$ cat config.mk
export PLATFORM = sky130hd
export DESIGN_NAME = ultrasonic_echo_timer
export DESIGN_NICKNAME = d
export VERILOG_FILES = /design/src/rtl/ultrasonic_echo_timer.sv
export SDC_FILE = /design/constraint.sdc
export NUM_CORES = 1
export LEC_CHECK = 0
export ABC_AREA = 0
export BUFFER_PORTS_ARGS = -buffer_cell sky130_fd_sc_hd__buf_2
export CAP_MARGIN = 0
export CORE_MARGIN = 2
export CORE_UTILIZATION = 60
export DETAILED_ROUTE_END_ITERATION = 8
export GPL_ROUTABILITY_DRIVEN = 0
export PLACE_DENSITY = 0.85
export SLEW_MARGIN = 0
export SYNTH_ARGS = -nofsm -noshare
export SYNTH_HDL_FRONTEND = slang
export SYNTH_SLANG_ARGS = --single-unit
$ cat constraint.sdc
create_clock -name clk -period 5.7 [get_ports clk]
set_input_delay 0.285 -clock clk [delete_from_list [all_inputs] [get_ports clk]]
set_output_delay 0.285 -clock clk [all_outputs]
set_load 0.02 [all_outputs]
$ cat src/rtl/ultrasonic_echo_timer.sv
// Ultrasonic ranger controller: periodic trigger pulse, synchronized echo capture,
// echo high width reported in clk cycles with timeout on a missing or overlong echo.
module ultrasonic_echo_timer #(
  parameter int TRIG_CYCLES    = 500,
  parameter int TIMEOUT_CYCLES = 1900000,
  parameter int PERIOD_CYCLES  = 3000000
) (
  input  logic        clk,
  input  logic        reset_l,
  input  logic        echo,
  output logic        trigger,
  output logic [31:0] read_data,
  output logic        read_data_valid,
  output logic        timeout
);

  localparam logic [31:0] TRIG_LAST = 32'(TRIG_CYCLES - 1);
  localparam logic [31:0] TO_LAST   = 32'(TIMEOUT_CYCLES - 1);
  localparam logic [31:0] PER_LAST  = 32'(PERIOD_CYCLES - 1);

  typedef enum logic [2:0] {IDLE, TRIG, WAIT_RISE, MEASURE, HOLDOFF} state_t;

  state_t      state, state_n;
  logic        echo_m, echo_s, echo_d;
  logic        idle_done;
  logic [31:0] pcnt, wcnt;
  logic        rise, fall, cap, to;

  assign rise = echo_s & ~echo_d;
  assign fall = ~echo_s & echo_d;

  // Edge-based rise detection means an echo already high on entry to
  // WAIT_RISE is ignored until it drops and rises again.
  always_comb begin
    state_n = state;
    cap     = 1'b0;
    to      = 1'b0;
    case (state)
      IDLE:      if (idle_done) state_n = TRIG;
      TRIG:      if (pcnt == TRIG_LAST) state_n = WAIT_RISE;
      WAIT_RISE: begin
        if (rise) state_n = MEASURE;
        else if (wcnt == TO_LAST) begin
          to      = 1'b1;
          state_n = HOLDOFF;
        end
      end
      MEASURE: begin
        if (fall) begin
          cap     = 1'b1;
          state_n = HOLDOFF;
        end else if (wcnt == TO_LAST) begin
          to      = 1'b1;
          state_n = HOLDOFF;
        end
      end
      HOLDOFF:   if (pcnt == PER_LAST) state_n = TRIG;
      default:   state_n = IDLE;
    endcase
  end

  always_ff @(posedge clk or negedge reset_l) begin
    if (!reset_l) begin
      state           <= IDLE;
      echo_m          <= 1'b0;
      echo_s          <= 1'b0;
      echo_d          <= 1'b0;
      idle_done       <= 1'b0;
      pcnt            <= '0;
      wcnt            <= '0;
      trigger         <= 1'b0;
      timeout         <= 1'b0;
      read_data       <= '0;
      read_data_valid <= 1'b0;
    end else begin
      echo_m    <= echo;
      echo_s    <= echo_m;
      echo_d    <= echo_s;
      idle_done <= 1'b1;
      state     <= state_n;
      trigger   <= (state_n == TRIG);
      timeout   <= to;
      pcnt      <= (state_n == TRIG && state != TRIG) ? '0 : pcnt + 32'd1;
      // The rise cycle is itself the first high cycle, so MEASURE starts at 1.
      if (state_n == WAIT_RISE && state != WAIT_RISE)  wcnt <= '0;
      else if (state_n == MEASURE && state != MEASURE) wcnt <= 32'd1;
      else                                             wcnt <= wcnt + 32'd1;
      if (cap) begin
        read_data       <= wcnt;
        read_data_valid <= 1'b1;
      end else if (to) begin
        read_data_valid <= 1'b0;
      end
    end
  end

endmodule
==> summary.md <==
| Metric | Value |
|---|---|
| Sequential power share | `0.616` |
| Crit path time final | `2380 ps` |
| Pins Over Slew Limit | `0` |
| First-pass GRT wire length | `15.9 mm` |
| DP Area | `5120 um2` |
| Share of layout cells above drive strength 1 | `0.186` |
| Total power | `0.00131 W` |
| Largest net degree at the start of global routing | `80` |
| Switching Fraction | `0.258` |
| VDD IR max | `0.180 mV` |
| CTS max path bufs | `2` |
| Number of DRC markers in iteration 0 | `318` |
| CTS buffer count | `9` |
| Post-DR wirelength/cell | `15.5 um` |
| Period utilization | `0.418` |
| Vias in the first global route | `3377` |
| Final ANT Viol Nets | `0` |
| Core area | `7770 um2` |
| Crit Path Category | `flip-flop to flip-flop` |
| Worst setup margin | `3320 ps` |
| # port buffers | `37` |
| Critical path peak fanout | `6` |
| LEAKAGE | `2.47 nW` |
| Post-layout instance area | `5300 um2` |
| Synth top area cells | `dfrtp_1 (55%), mux2_2 (7.4%), xnor2_1 (7.0%)` |
| # Post-CTS Setup Buffers | `0` |
| Clock skew | `17.4 ps` |
| Root buffer cell | `clkbuf_8` |
| Final Core Density | `0.683` |
| Clock network power share | `0.323` |
| Dpl ws | `3390 ps` |
| RSZ-0062 raised after global routing | `false` |
| Total number of vias | `3524` |
| Final HPWL DP | `6.42 mm` |
| Clock Sinks | `106` |
| Max Fclk | `419 MHz` |
| Psw | `0.000337 W` |
| Final hold viol count | `0` |
| Critical path endpoint category | `flip-flop` |
| Post-synth top area share | `0.547` |
| Slew @ Worst Pin | `951 ps` |
| Area Growth Syn to Fin | `9.34%` |
| Post-route setup TNS | `0 ps` |
| NumNets Final | `501` |
| Relative slew margins | `0.366` |
| Status | `completed` |
| Avg Cell Area, Syn | `10.6 um2` |
| Max-cap violations | `0` |
| Initial antenna violation count | `0` |
| Distinct cells, synth | `38` |
| PD cells | `246 nW/um2` |
| Fillers | `578` |
| CTS tree | `built` |
| CP required | `6000 ps` |
| CP most frequent cell | `nand3_1` |
| Register Area | `2650 um2` |
| Critical Path Source Type | `flip-flop` |
| Reg2reg end | `pcnt[30]$_DFF_PN0_` |
| Synthesized flop and latch total | `106` |
| Final setup fails | `0` |
| Hold WC Path Type | `input pin to flip-flop` |
| PostCTS Resize Cnt | `0` |
| Cell Rows | `32` |
| Drt drc | `0` |
| GR Util All Layers | `0.232` |
| R2R setup slack | `3320 ps` |
| DRT Pass-1 Iters | `5` |
| Critical path's slowest cell | `nor4_1` |
| Final WL | `9.35 mm` |
| Area of the multi-input gates | `2080 um2` |
| R2R Path Start | `pcnt[0]$_DFF_PN0_` |
| Setup crit end | `pcnt[30]$_DFF_PN0_` |
| Syn Inst Count | `457` |
| CP max stage delay | `660 ps` |
| Starting Density | `0.625` |
| Syn_nets | `462` |
| Reg2Reg Depth | `6` |
| Die X-Extent | `93.9 um` |
| Die height | `93.9 um` |
| Register area share after synthesis | `0.547` |
| Synth Cell Area | `4850 um2` |
| N_diodes | `0` |
| Clk Latency, worst-skew pair | `370 ps` |
| CTS H-tree lvls | `3` |
| Internal cell power | `0.000970 W` |
| Critical path origin | `pcnt[0]$_DFF_PN0_` |
| IO Pins | `38` |
| Combinational power share | `0.061` |
| CP cell instances | `ha_1 > nand3_1 > nor4_1 > nand3_1 > or3_1 > a21oi_1` |
| YS warnings | `0` |
| GR Overflow Total | `0` |
| Die area | `8820 um2` |
| Top cell type by total area after synthesis | `dfrtp_1` |
| Clk slew on worst S/H paths | `110 ps` |
| CP arrival | `2680 ps` |
| Vias per inst | `5.85` |
synthesized netlist by cell type (all sizes together):
cell type and instances:
and3b 1, nor2b 4, a22o 2, or4 7, or2 1, nand4b 1, nand3 28, dfrtp 106
and2 1, buf 3, xnor2 39, o21bai 1, nand4 17, a21oi 5, o211ai 1, nor3b 2
inv 14, and4 6, nor4 12, ha 2, o22ai 1, a31oi 1, nand2 25, conb 1
clkbuf 10, o21ai 5, or3 6, nor2 75, and3 5, mux2 32, a31o 1, a21o 2
xor2 17, nor3 23
state kept, by name, indices dropped and copies added (netlist names):
signal,cells
pcnt,32
read_data,32
state,3
echo_s,1
echo_d,1
echo_m,1
wcnt,32
trigger,1
idle_done,1
read_data_valid,1
timeout,1
worst min path at each step:
| stage | startpoint | end | slack [ps] | cells after the start |
|---|---|---|---|---|
| 4_1_cts | echo | echo_m$_DFF_PN0_ | 10 | 1 |
| 2_1_floorplan | reset_l | echo_d$_DFF_PN0_ | -10 | 0 |
| 3_3_place_gp | reset_l | read_data[18]$_DFFE_PN0P_ | 210 | 1 |
| 3_5_place_dp | reset_l | read_data[20]$_DFFE_PN0P_ | 220 | 1 |
| 6_report | echo | echo_m$_DFF_PN0_ | 20 | 1 |
| 5_1_grt | echo | echo_m$_DFF_PN0_ | 10 | 1 |
stage by stage:
| step | std cells | hold WS, ps |
|---|---|---|
| after floorplan | 457 | -10.6 |
| after global placement | 586 | 212 |
| after detailed placement | 586 | 219 |
| after CTS | 602 | 13.8 |
| after global routing | 602 | 10.6 |
| final | 602 | 23.6 |
power by group through the flow:
stage / Combinational (W) / Clock [W] / Sequential (W)
floorplan: 0.0000516 / 0 / 0.000812
global placement: 0.0000741 / 0 / 0.000815
detailed placement: 0.0000793 / 0 / 0.000818
CTS: 0.0000820 / 0.000428 / 0.000803
global route: 0.0000929 / 0.000457 / 0.000809
finish: 0.0000802 / 0.000422 / 0.000804
final cells by class:
class,instances,area share
multi-input combinational,324,0.392
timing repair buffer,41,0.0415
inverter,14,0.00991
sequential,106,0.500
clock inverter,6,0.00944
tap,102,0.0241
clock buffer,9,0.0234
placed cells by master (no fill, tap or decap), drive strengths merged, types with 2 or more instances in the layout:
cell type,instances
dfrtp,106
a21o,2
nor2b,4
o21ai,5
nand3,28
a22o,2
ha,2
buf,40
nand4,17
xor2,17
nor4,12
nor2,75
nand2,25
or3,6
a21oi,5
clkbuf,9
nor3b,2
or4,7
inv,17
and3,5
mux2,32
xnor2,39
nor3,23
and4,6
clkinvlp,2
worst max-delay path: cells and delay by family, from the launching register on:
family	cells	cell delay, ps
flops	1	400
compound gates	1	170
simple gates	4	1540
fa+ha+maj	1	230
timing repair:
item                       CTS  global route
setup endpoints to repair    0             0
hold buffers                 1             0
hold endpoints to repair    27             0
cells by family after synthesis:
group / count (synthesis) / share of synthesized area
AO/OA/AOI/OAI: 19 / 0.0263
XOR/XNOR: 56 / 0.101
adder cells (fa/ha/maj): 2 / 0.00516
buffers and inverters: 27 / 0.0255
flip-flops: 106 / 0.547
multiplexers: 32 / 0.0743
other: 1 / 0.000773
AND/OR/NAND/NOR: 214 / 0.220
routing by layer:
| metal | vias up | part of all wire | track usage |
|---|---|---|---|
| met4 | 0 | 0.024 | 0.110 |
| li1 | 1655 | - | - |
| met3 | 17 | 0.041 | 0.0305 |
| met2 | 103 | 0.49 | 0.354 |
| met5 | - | 0 | 0 |
| met1 | 1749 | 0.44 | 0.332 |
No activity file was read; power rests on OpenSTA's default activity.
